## src/rtl/nibble_serial_adder_ctrl_pkg.sv

```systemverilog
// Shared types and helpers for the nibble-serial adder controller.
package nibble_serial_adder_ctrl_pkg;

  localparam int NIBBLE_W = 4;

  typedef enum logic [1:0] {
    IDLE = 2'd0,
    RUN  = 2'd1,
    DONE = 2'd2
  } state_t;

  // Number of nibble iterations needed for a given operand width.
  function automatic int calc_nibbles(input int width);
    return width / NIBBLE_W;
  endfunction

endpackage

```

## src/rtl/nibble_serial_adder_ctrl_adder4.sv

```systemverilog
// Combinational 4-bit ripple-carry adder made of four full-adder cells.
module nibble_adder4 (
  input  logic [3:0] a,
  input  logic [3:0] b,
  input  logic       cin,
  output logic [3:0] sum,
  output logic       cout
);

  logic [4:0] c;

  assign c[0] = cin;

  for (genvar i = 0; i < 4; i++) begin : g_fa
    assign sum[i]  = a[i] ^ b[i] ^ c[i];
    assign c[i+1]  = (a[i] & b[i]) | (a[i] & c[i]) | (b[i] & c[i]);
  end

  assign cout = c[4];

endmodule

```

## src/rtl/nibble_serial_adder_ctrl.sv

```systemverilog
// Nibble-serial add/subtract controller: one 4-bit slice iterated LSB first.
//
// state | meaning
// IDLE  | waiting for an operand set, in_ready=1
// RUN   | one nibble added per cycle, idx selects the nibble
// DONE  | result held on sum/cout, out_valid=1 until out_ready
module nibble_serial_adder_ctrl
  import nibble_serial_adder_ctrl_pkg::*;
#(
  parameter int WIDTH = 16
) (
  input  logic             clk,
  input  logic             rst_n,
  input  logic             in_valid,
  output logic             in_ready,
  input  logic [WIDTH-1:0] a,
  input  logic [WIDTH-1:0] b,
  input  logic             cin,
  input  logic             sub,
  output logic             out_valid,
  input  logic             out_ready,
  output logic [WIDTH-1:0] sum,
  output logic             cout
);

  localparam int NIBBLES = calc_nibbles(WIDTH);
  localparam int IDX_W   = (NIBBLES > 1) ? $clog2(NIBBLES) : 1;
  localparam logic [IDX_W-1:0] LAST_IDX = IDX_W'(NIBBLES - 1);

  if (((WIDTH % NIBBLE_W) != 0) || (WIDTH < 8)) begin : g_bad_width
    $error("nibble_serial_adder_ctrl: WIDTH must be a multiple of 4 and >= 8");
  end

  state_t           state, state_nxt;
  logic [WIDTH-1:0] a_r, b_r, sum_r;
  logic [IDX_W-1:0] idx;
  logic             carry;
  logic             cout_r;
  logic [3:0]       a_nib, b_nib, s_nib;
  logic             c_nib;

  assign a_nib = a_r[idx*NIBBLE_W +: NIBBLE_W];
  assign b_nib = b_r[idx*NIBBLE_W +: NIBBLE_W];

  nibble_adder4 u_slice (
    .a    (a_nib),
    .b    (b_nib),
    .cin  (carry),
    .sum  (s_nib),
    .cout (c_nib)
  );

  // State register.
  always_ff @(posedge clk or negedge rst_n) begin
    if (!rst_n) state <= IDLE;
    else        state <= state_nxt;
  end

  // Next-state decode; handshake outputs depend on state only.
  always_comb begin
    state_nxt = state;
    in_ready  = 1'b0;
    out_valid = 1'b0;
    case (state)
      IDLE: begin
        in_ready = 1'b1;
        if (in_valid) state_nxt = RUN;
      end
      RUN: begin
        if (idx == LAST_IDX) state_nxt = DONE;
      end
      DONE: begin
        out_valid = 1'b1;
        if (out_ready) state_nxt = IDLE;
      end
      default: state_nxt = IDLE;
    endcase
  end

  // Operand capture on acceptance, then one nibble written per RUN cycle.
  always_ff @(posedge clk or negedge rst_n) begin
    if (!rst_n) begin
      a_r    <= '0;
      b_r    <= '0;
      sum_r  <= '0;
      idx    <= '0;
      carry  <= 1'b0;
      cout_r <= 1'b0;
    end else begin
      case (state)
        IDLE: begin
          if (in_valid) begin
            a_r    <= a;
            b_r    <= sub ? ~b : b;
            carry  <= sub ? 1'b1 : cin;
            idx    <= '0;
            sum_r  <= '0;
            cout_r <= 1'b0;
          end
        end
        RUN: begin
          sum_r[idx*NIBBLE_W +: NIBBLE_W] <= s_nib;
          carry <= c_nib;
          if (idx == LAST_IDX) begin
            cout_r <= c_nib;
            idx    <= '0;
          end else begin
            idx <= idx + 1'b1;
          end
        end
        default: ;
      endcase
    end
  end

  assign sum  = sum_r;
  assign cout = cout_r;

endmodule
```

## config.mk

```make
export PLATFORM = sky130hd
export DESIGN_NAME = nibble_serial_adder_ctrl
export DESIGN_NICKNAME = d
export VERILOG_FILES = /design/src/rtl/nibble_serial_adder_ctrl_pkg.sv /design/src/rtl/nibble_serial_adder_ctrl_adder4.sv /design/src/rtl/nibble_serial_adder_ctrl.sv
export SDC_FILE = /design/constraint.sdc
export NUM_CORES = 1
export LEC_CHECK = 0
export BUFFER_PORTS_ARGS = -buffer_cell sky130_fd_sc_hd__buf_2
export CORE_AREA = 2 2 98 100
export CTS_BUF_LIST = sky130_fd_sc_hd__clkbuf_4 sky130_fd_sc_hd__clkbuf_8
export CTS_CLUSTER_SIZE = 16
export DETAILED_ROUTE_END_ITERATION = 12
export DIE_AREA = 0 0 100 102
export PLACE_DENSITY_LB_ADDON = 0.15
export SETUP_SLACK_MARGIN = 0.15
export SYNTH_ARGS = -nofsm -noshare
export SYNTH_HDL_FRONTEND = slang
export SYNTH_SLANG_ARGS = --single-unit
```

## constraint.sdc

```tcl
create_clock -name clk -period 2.9 [get_ports clk]
set_input_delay 0.435 -clock clk [delete_from_list [all_inputs] [get_ports clk]]
set_output_delay 0.435 -clock clk [all_outputs]
set_load 0.05 [all_outputs]
```

### Yosys cells after proc, flatten, opt, wreduce, memory -nomap -nowiden

Cells that the tools add are included.

| word-level totals | value |
|---|---|
| register bits after elaboration | 54 |
| input port bits | 38 |
| output and inout port bits | 19 |
| logic and storage cells | 73 |

| operators by class | value |
|---|---|
| $add $sub $neg | 2 |
| eq/ne operators | 6 |
| shift-type cells | 4 |
| multiplexer cells | 19 |
| bitwise gates (word level) | 29 |
| reductions and logical operators | 6 |

Operators with widths:

| cell | count |
|---|---|
| 4-bit negation with 34-bit output | 1 |
| 4-bit by 34-bit variable shift with 16-bit output, first input constant | 1 |
| 4-bit by 34-bit variable part select with 16-bit output | 1 |
| 16-bit two-way mux | 2 |
| 16-bit case mux with 2 select lines | 1 |
| 16-bit by 5-bit variable part select with 4-bit output | 2 |
| 16-bit bitwise mux | 1 |
| 16-bit inverter | 1 |
| 1-bit bitwise AND | 12 |
| 2-bit two-way mux | 5 |
| 1-bit OR | 8 |
| 1-bit bitwise XOR | 8 |
| 1-bit two-way mux | 6 |
| 2-bit inequality test, second input constant | 3 |
| 2-bit case mux with 3 select lines | 1 |
| 3-bit AND reduction | 2 |
| 2-bit equality test, second input constant | 2 |
| 1-bit case mux with 2 select lines | 2 |
| 2-bit case mux with 2 select lines | 1 |
| 2-bit AND reduction | 2 |
| 2-bit by 1-bit adder with 2-bit output, second input constant | 1 |
| 2-bit by 1-bit equality test with 1-bit output, second input constant | 1 |
| 2-bit zero test | 1 |
| 2-bit nonzero test | 1 |

### Longest topological paths before layout

| depth | value |
|---|---|
| depth in word-level cells | 15 |
| depth in mapped cells | 11 |
| depth with buffers taken out | 9 |

### Hierarchy

From an unflattened synthesis, not the netlist that was laid out.

| unflattened totals | value |
|---|---|
| cell total of the unflattened synthesis | 215 |
| area, all modules | 2678.8 sq um |

Modules (own cells, without submodules):

| module | times used | cells each | area an instance (sq um) | sequential area each (sq um) |
|---|---|---|---|---|
| nibble_serial_adder_ctrl | 1 | 201 | 2561.2 | 1351.3 |
| nibble_adder4 | 1 | 14 | 117.6 | 0.0 |

### Least setup slack after synthesis

Ideal clock, no wire load.

| timing | value |
|---|---|
| path type | register to register |
| start | register idx[0] |
| end | register cout_r (netlist: cout) |
| data arrival time | 2789 ps |
| data required time | 2779 ps |
| setup slack | -10 ps |
| stages on the path, launching flop included | 12 |
| clock period less this slack | 2910 ps |
| cell sequence | dfrtp_1 -> buf_2 -> buf_6 -> mux4_2 -> fa_1 -> inv_1 -> fa_1 -> fa_1 -> inv_1 -> fa_1 -> a22o_1 -> a22o_1 |

| between the ends | value |
|---|---|
| word-level cells in the longest chain between the ends | 15 |
| elaborated cells between the ends (all ways) | 27 |
| those cells by class | eq/ne (2); shift (2); mux (2); bitwise (20); reduce/logical (1) |

Ends and longest elaborated chain:

| what | RTL line | source |
|---|---|---|
| start, declared | nibble_serial_adder_ctrl.sv:36 | `logic [IDX_W-1:0] idx;` |
| start signal, assigned | nibble_serial_adder_ctrl.sv:108 | `idx <= idx + 1'b1;` |
| 16-bit by 5-bit variable part select with 4-bit output, on equally long branches | nibble_serial_adder_ctrl.sv:42, nibble_serial_adder_ctrl.sv:43 |  |
| 1-bit bitwise AND | nibble_serial_adder_ctrl_adder4.sv:16 | `assign c[i+1] = (a[i] & b[i]) \| (a[i] & c[i]) \| (b[i] & c[i]);` |
| 1-bit OR (2 in series) | nibble_serial_adder_ctrl_adder4.sv:16 |  |
| 1-bit bitwise AND | nibble_serial_adder_ctrl_adder4.sv:16 |  |
| 1-bit OR (2 in series) | nibble_serial_adder_ctrl_adder4.sv:16 |  |
| 1-bit bitwise AND | nibble_serial_adder_ctrl_adder4.sv:16 |  |
| 1-bit OR (2 in series) | nibble_serial_adder_ctrl_adder4.sv:16 |  |
| 1-bit bitwise AND | nibble_serial_adder_ctrl_adder4.sv:16 |  |
| 1-bit OR (2 in series) | nibble_serial_adder_ctrl_adder4.sv:16 |  |
| 1-bit two-way mux | nibble_serial_adder_ctrl.sv:104 | `if (idx == LAST_IDX) begin` |
| 1-bit case mux with 2 select lines | nibble_serial_adder_ctrl.sv:90 | `case (state)` |
| end signal, assigned | nibble_serial_adder_ctrl.sv:105 | `cout_r <= c_nib;` |
| end, declared | nibble_serial_adder_ctrl.sv:38 | `logic cout_r;` |

Parallel ways exist; a longest one is shown, timed or not. The select of a mux whose other input is x is not followed.
A chain may end at the register's enable or synchronous reset.

### Worst setup path after layout

Ends and elaborated chain as after synthesis.

==> results.ini <==
[worst_setup_path]
reg2reg_to=cout
critPathMaxFanout=5
crit_chain=mux4_2 > fa_2 > inv_2 > fa_2 > fa_2 > inv_2 > fa_2 > a22o_1 > a22o_1
cp_top_family=adder cells
start_kind=flop
rr_startpoint=idx[0]
critPathMaxStageDelay_ns=0.54
r2r_cells=9
cp_data_required_time_ns=3.10
critPathKind=reg -> reg
endpoint_kind=flop
critPathBufInv=2
crit_arrival_ns=2.85
slowest_stage=mux4_2
crit_path_frequent_cell=fa_2
reg2reg_slack_ns=0.25

[min_path]
worstHoldStart=out_ready
hp-class=in -> reg
holdPathStages=2
hold_end=state[1]

[detailed_routing]
vias=1792
detail_route.wl_per_cell_um=15.52
drt-total-wl_um=5977
drcViolationCount=0
firstDrtPassIters=4
ant_nets=0
viasPerCell=4.655
drtIter0Drc=64

[timing]
tns_ns=0
hold_violations=0
grt_setup_unrepaired=yes
fmax_ghz=0.3774
fin_skew_ns=0.01205
setup_violations=0
worst_pin_slew_ns=0.5150
drv_slew=0
finalCriticalPeriod_ns=2.649
finalCritPeriodShare=0.9136
relSlewSlack=0.6567

[yosys]
syn-cell-area_um2=2658
synth_mux_area_frac=0.1356
synthSimpleGateAreaFrac=0.08051
synthAdderAreaFrac=0.05367
ys_seq_area_frac=0.5085
netlist_instances=213
yosysUniqueCellTypes=34
yosys.area.top_type_share=0.5085
ys_ff_latch=54
synth-edff-count=0
synthFlopType=dfrtp_1
async_flop_share=1.000
synthXorXnorAreaFrac=0.05273
synth_compound_area_frac=0.1210
synth_most_common_cell=dfrtp_1
synth_area_leaders=dfrtp_1, mux2_2, mux4_2, xnor2_1, a21oi_1
synthTopCellsByCount=dfrtp_1, a21oi_1, nor2_1, mux2_2, xnor2_1
syn_nets=260
syn_area_per_cell_um2=12.48
ys.warnings.count=0
synth_top_family_by_area=multiplexers
synth_area_leader_cell=dfrtp_1

[clock_network]
clock-root-buffer=clkbuf_8
cts.path.max_buffers=2
clk_pin_slew_ns=0.09
cts_num_sinks=54
htreeDepth=2
cts_tree=built
cts_made_buffers=5
insertion_delay_ns=0.32

[global_route]
antenna_found_initial=0
grt_max_degree=49
overflow=0
grt_pass1_vias=1801
track_usage=0.1229
grt_pass1_wl_um=9584

[die]
num_rows=35
chipWidth_um=100
dieHeight_um=102
initial_core_util=0.2918
io_pins=57
core_area_um2=9109
die-area_um2=10200

[placed_design]
dp_hpwl_um=4466
place.port_buffers=56
gp_congestion=0.7556

[status]
outcome=finished, final reports clean

[pwr]
power.density_nw_per_um2=1233
ir_drop_mv=0.5164
power.switching_w=0.001719
sequentialPowerShare=0.331
clkPwrFrac=0.117
p_leak_nw=1.444
power.internal_w=0.002208
combPwrFrac=0.552
switching_share=0.4378

[finish]
area_growth_pct=19.87
diodes=0
drive_above_1_share=0.3942
finalNetCount=320
utilization=0.3497

[run]
maxCapViolCount=0

per-layer routing:
layer | share of wire | GRT usage
met4 | 0.011 | 0.03161
met3 | 0.038 | 0.03010
met5 | 0 | 0
met2 | 0.47 | 0.2011
met1 | 0.48 | 0.1652
flip-flops by register name (all words and copies together), names as in the netlist:
name	cells
cout	1
idx	2
a_r	16
state	2
b_r	16
carry	1
sum	16
logic make-up after synthesis:
kind of cell	Yosys count
multiplexers	24
adder cells (fa/ha/maj)	9
buffers and inverters	24
XOR/XNOR	16
flip-flops	54
AO/OA/AOI/OAI	46
AND/OR/NAND/NOR	40
power groups by stage:
stage                     clock network [W]  registers (W)  logic (W)
final                              0.000461        0.00130    0.00217
after global routing               0.000510        0.00135    0.00238
after CTS                          0.000479        0.00131    0.00216
after detailed placement                  0        0.00132    0.00215
after global placement                    0        0.00132    0.00214
after floorplan                           0        0.00143    0.00141
per-stage QoR:
stage	hold WS (ns)	worst slack [ns]	cells	cell area (µm²)	total power, W
2_1_floorplan	0.1394	0.1256	213	2671	0.002844
3_3_place_gp	0.2255	0.2557	375	3064	0.003467
3_5_place_dp	0.2321	0.1953	375	3064	0.003472
4_1_cts	0.2998	0.1613	384	3173	0.003947
5_1_grt	0.2886	0.1320	385	3186	0.004241
6_report	0.3015	0.2505	385	3186	0.003927
cell type report:
class                           count  area, µm²
Clock buffer                        7      90.09
Multi-Input combinational cell    135       1195
Tap cell                          111      138.9
Sequential cell                    54       1354
Inverter                           11      41.29
Fill cell                         946       5923
Timing Repair Buffer               66      357.8
Clock inverter                      1      8.758
how the worst max path moves through the flow:
stage / startpoint / endpoint / slack (ns) / depth (start not counted)
after floorplan: idx[0] / cout / 0.13 / 11
final: idx[0] / cout / 0.25 / 9
after global placement: idx[0] / cout / 0.26 / 9
after global routing: idx[0] / cout / 0.13 / 9
after CTS: idx[0] / cout / 0.16 / 9
after detailed placement: idx[0] / cout / 0.20 / 9
worst reg2reg max path, cell delays in order, from the launching register on:
cell,delay (ns)
dfrtp_2,0.44
mux4_2,0.54
fa_2,0.37
inv_2,0.06
fa_2,0.19
fa_2,0.19
inv_2,0.04
fa_2,0.35
a22o_1,0.20
a22o_1,0.17
timing repair:
action	CTS	global route
setup buffers	0	1
hold buffers	1	0
gates resized for setup	0	4
hold endpoints to repair	1	0
setup endpoints to repair	0	5
cells in the final DEF, fill, tap and decap left out, types with 2 or more instances in the layout:
| master | count |
|---|---|
| mux4_2 | 8 |
| or4b_1 | 2 |
| o2bb2ai_1 | 8 |
| buf_2 | 56 |
| mux2_2 | 16 |
| and3_1 | 2 |
| dfrtp_2 | 2 |
| nor2_1 | 18 |
| fa_2 | 4 |
| buf_4 | 9 |
| a21o_1 | 4 |
| nand3_1 | 2 |
| inv_2 | 2 |
| clkbuf_8 | 6 |
| inv_1 | 9 |
| a21oi_1 | 18 |
| ha_1 | 5 |
| a22o_1 | 10 |
| nand2_1 | 8 |
| o31ai_1 | 2 |
| xnor2_1 | 16 |
| dfrtp_1 | 52 |
(Power assumes the default switching activity.)
